## src/rtl/proc_control.sv

```systemverilog
// Control FSM for a small multicycle processor: sequences bus selects and
// register load enables for mv, mvi, add and sub over at most four cycles.
module proc_control (
  input  logic       clk,
  input  logic       reset,
  input  logic       run,
  input  logic [8:0] instr,
  output logic [9:0] bus_sel,
  output logic [7:0] r_in,
  output logic       a_in,
  output logic       g_in,
  output logic       add_sub,
  output logic       done,
  output logic       busy
);

  localparam logic [1:0] T0 = 2'd0;
  localparam logic [1:0] T1 = 2'd1;
  localparam logic [1:0] T2 = 2'd2;
  localparam logic [1:0] T3 = 2'd3;

  localparam logic [2:0] OP_MV  = 3'b000;
  localparam logic [2:0] OP_MVI = 3'b001;
  localparam logic [2:0] OP_ADD = 3'b010;
  localparam logic [2:0] OP_SUB = 3'b011;

  localparam logic [9:0] SEL_DIN = 10'b0000000001;
  localparam logic [9:0] SEL_G   = 10'b1000000000;

  logic [1:0] state_q, state_d;
  logic [8:0] ir_q, ir_d;

  logic [2:0] op, rx, ry;
  assign op = ir_q[8:6];
  assign rx = ir_q[5:3];
  assign ry = ir_q[2:0];

  // Register Rk sits at bus_sel bit k+1, above din at bit 0.
  function automatic logic [9:0] regSel(input logic [2:0] r);
    return 10'b0000000010 << r;
  endfunction

  function automatic logic [7:0] regLoad(input logic [2:0] r);
    return 8'b00000001 << r;
  endfunction

  always_ff @(posedge clk) begin
    if (reset) begin
      state_q <= T0;
      ir_q    <= 9'b0;
    end else begin
      state_q <= state_d;
      ir_q    <= ir_d;
    end
  end

  // The instruction is captured only when a new one is accepted in T0.
  always_comb begin
    state_d = state_q;
    ir_d    = ir_q;
    case (state_q)
      T0: begin
        if (run) begin
          ir_d    = instr;
          state_d = T1;
        end
      end
      T1: begin
        if (op == OP_ADD || op == OP_SUB) state_d = T2;
        else                              state_d = T0;
      end
      T2:      state_d = T3;
      default: state_d = T0;
    endcase
  end

  // Outputs depend on state and IR only, never on run or instr directly.
  always_comb begin
    bus_sel = SEL_DIN;
    r_in    = 8'b0;
    a_in    = 1'b0;
    g_in    = 1'b0;
    add_sub = 1'b0;
    done    = 1'b0;
    busy    = (state_q != T0);
    case (state_q)
      T1: begin
        case (op)
          OP_MV: begin
            bus_sel = regSel(ry);
            r_in    = regLoad(rx);
            done    = 1'b1;
          end
          OP_MVI: begin
            r_in = regLoad(rx);
            done = 1'b1;
          end
          OP_ADD, OP_SUB: begin
            bus_sel = regSel(rx);
            a_in    = 1'b1;
          end
          default: done = 1'b1;
        endcase
      end
      T2: begin
        bus_sel = regSel(ry);
        g_in    = 1'b1;
        add_sub = ir_q[6];
      end
      T3: begin
        bus_sel = SEL_G;
        r_in    = regLoad(rx);
        done    = 1'b1;
      end
      default: ;
    endcase
  end

endmodule

```

## config.mk

```make
export PLATFORM = sky130hd
export DESIGN_NAME = proc_control
export DESIGN_NICKNAME = d
export VERILOG_FILES = /design/src/rtl/proc_control.sv
export SDC_FILE = /design/constraint.sdc
export NUM_CORES = 1
export LEC_CHECK = 0
export CORE_UTILIZATION = 35
export CTS_CLUSTER_SIZE = 28
export DETAILED_ROUTE_END_ITERATION = 12
export PLACE_DENSITY = 0.74
export SYNTH_ARGS = -nofsm -noshare
export SYNTH_HDL_FRONTEND = slang
export SYNTH_SLANG_ARGS = --single-unit
```

## constraint.sdc

```tcl
create_clock -name clk -period 1.1 [get_ports clk]
set_input_delay 0.22 -clock clk [delete_from_list [all_inputs] [get_ports clk]]
set_output_delay 0.22 -clock clk [all_outputs]
set_load 0.03 [all_outputs]
```

==> flow_metrics.env <==
export IMPL_fp_dieH_um=46.5
export IMPL_netlist_area_leader_share_pct=31.7
export IMPL_end_kind="primary output"
export IMPL_syn_area_um2=694
export IMPL_cp_cell_sequence="nor4b_4 > a22oi_2 > buf_4 > o22ai_4 > buf_6"
export IMPL_htree_num_levels=1
export IMPL_hold_slack_ns=0.539
export IMPL_crit_path_max_incr_delay_ns=0.37
export IMPL_ys_warn_count=0
export IMPL_final_max_slew_viol_count=0
export IMPL_cp_data_arrival_time_ns=1.65
export IMPL_cts_max_path_buffers=2
export IMPL_fin_crit_ns=1.87
export IMPL_gp_congestion=0.759
export IMPL_dp_hpwl_um=1640
export IMPL_rows=15
export IMPL_status="finished with violations"
export IMPL_yosysUniqueCellTypes=24
export IMPL_grt_use_total_pct=23.7
export IMPL_numClockSinks=11
export IMPL_leakagePower_uw=0.000642
export IMPL_core_area_um2=1800
export IMPL_syn_mean_instance_area_um2=8.37
export IMPL_final_area_um2=1630
export IMPL_antenna_found_initial=0
export IMPL_p_per_area_nw_per_um2=776
export IMPL_rsz0062_at_grt="yes"
export IMPL_path_clk_slew_ns=0.08
export IMPL_grt_pass1_wl_um=3540
export IMPL_layout_cells_non_filler=174
export IMPL_drt_iter0_drc=25
export IMPL_pin_count=35
export IMPL_cp_max_fo=4
export IMPL_dr_pass1_iters=4
export IMPL_timing_slew_headroom_pct=69.5
export IMPL_layout_nets=162
export IMPL_ys_seq_area_share_pct=31.7
export IMPL_avgRoutedWirePerCell_um=19.1
export IMPL_syn_inst=83
export IMPL_drc=0
export IMPL_start_util_pct=38.5
export IMPL_syn_nets=95
export IMPL_insertion_delay_ns=0.30
export IMPL_areaGrowthSynthToFinish_pct=134
export IMPL_finalHoldViolCount=0
export IMPL_synth_top_area_cell="dfxtp_1"
export IMPL_drive_above_1_share_pct=65.8
export IMPL_setup_viol_count_final=33
export IMPL_min_period_over_period_pct=170
export IMPL_grt_pass1_vias=789
export IMPL_antenna_cells=0
export IMPL_dp_cells=156
export IMPL_placed_area_um2=1300
export IMPL_ir_worst_vdd_mv=1.16
export IMPL_cts_buffers_inserted=3
export IMPL_worst_slack_ns=-0.771
export IMPL_max_freq_mhz=535
export IMPL_die_w_um=46.5
export IMPL_fin_total_pwr_uw=1260
export IMPL_startpoint_type="flop"
export IMPL_cts_tree="yes"
export IMPL_grt_max_degree=12
export IMPL_worstHoldPathType="input pin to flop"
export IMPL_violations="setup timing"
export IMPL_fin_skew_ns=0.00838
export IMPL_worst_slew_pin_transition_ns=0.458
export IMPL_die_area_um2=2170
export IMPL_setup_tns_ns=-17.28
export IMPL_criticalPathCategory="flop to primary output"
export IMPL_antenna_left=0
export IMPL_synthTopCellsByArea="dfxtp_1 (32%), mux2i_1 (13%), nor2_1 (12%), o22ai_1 (5.4%), a22oi_2 (3.6%)"
export IMPL_synth_seq_cells=11
export IMPL_cts_root_buf="clkbuf_4"
export IMPL_wirelength_um=3330
export IMPL_maxCapViolCount=0
export IMPL_layout_commonest_cell="buf_6"
export IMPL_grt_overflow=0
export IMPL_required_ns=0.88
export IMPL_vias=937
export IMPL_io_buffer_count=34
export IMPL_layout_common_cells="buf_6 (32), buf_4 (23), nor2_1 (11), clkdlybuf4s50_1 (11), nor2_4 (9)"
export IMPL_via_per_inst=5.39
export IMPL_critical_path_slowest_cell="dfxtp_4"
==> synthesized netlist by cell type (all sizes together) <==
master / count
clkbuf: 1
and4bb: 1
o31a: 1
nor2: 23
a22oi: 2
nor3: 1
nand2b: 4
nor4b: 1
o32ai: 2
mux2i: 9
dfxtp: 11
o211ai: 2
buf: 3
o22ai: 6
and2: 2
a211oi: 1
nor2b: 2
nor3b: 1
or2: 2
inv: 4
nand2: 4
==> logic make-up after synthesis <==
| family | count (synthesis) | synth area share [%] |
|---|---|---|
| AND/OR/NAND/NOR | 41 | 32.8 |
| AO/OA/AOI/OAI | 14 | 16.0 |
| buffers and inverters | 8 | 6.48 |
| multiplexers | 9 | 13.0 |
| flip-flops | 11 | 31.7 |
==> metal layers <==
layer	GRT usage, %	wire length (µm)	vias to the layer above
met5	0	0	-
met4	7.65	93	0
met3	7.45	157	10
met2	40.6	1800	37
met1	27.5	1280	466
li1	-	-	424
==> worst max-delay path: cells and delay by family, from the launching register on <==
family,cells,cell delay [ns]
DFF,1,0.37
buffers and inverters,2,0.34
and+or+nand+nor,1,0.33
AOI/OAI and AO/OA,2,0.31
==> state kept, by name (all words and copies together) (netlist names) <==
name,count
ir_q,9
state_q,2
==> cell type report <==
cell class,instances,area [µm²]
clock buffers,3,22.5
inverters,4,17.5
repair buffers,66,643
multi-input cells,64,673
clock inverters,1,5.00
fillers,71,174
well taps,25,31.3
flip-flops and latches,11,235
==> worst paths after layout <==
path | start | endpoint | slack, ns | depth (start not counted)
max | ir_q[8] | bus_sel[4] | -0.77 | 5
max reg2reg | state_q[1] | ir_q[6] | -0.36 | 6
min | instr[8] | ir_q[8] | 0.54 | 3
min reg2reg | ir_q[4] | ir_q[4] | 0.59 | 2
==> through the flow <==
step | worst slack [ns] | utilization, %
CTS | -0.720 | 77.3
global route | -0.830 | 90.3
finish | -0.771 | 90.3
detailed placement | -0.495 | 71.9
global placement | -0.451 | 71.9
floorplan | -0.431 | -
==> repair_timing <==
action / in CTS / in global routing
endpoints found under the hold margin: 0 / 0
gates resized for setup: 18 / 44
gates cloned: 0 / 0
hold buffers: 0 / 0
setup buffers: 1 / 13
endpoints found under the setup margin: 33 / 33
pin swaps: 3 / 15
==> power by group <==
group / switching [µW] / internal [µW] / leakage, µW
clock: 170 / 136 / 0.0000177
sequential: 40.8 / 420 / 0.0000932
combinational: 250 / 247 / 0.000531
total: 461 / 803 / 0.000642
Power figures use the tool's default switching activity.
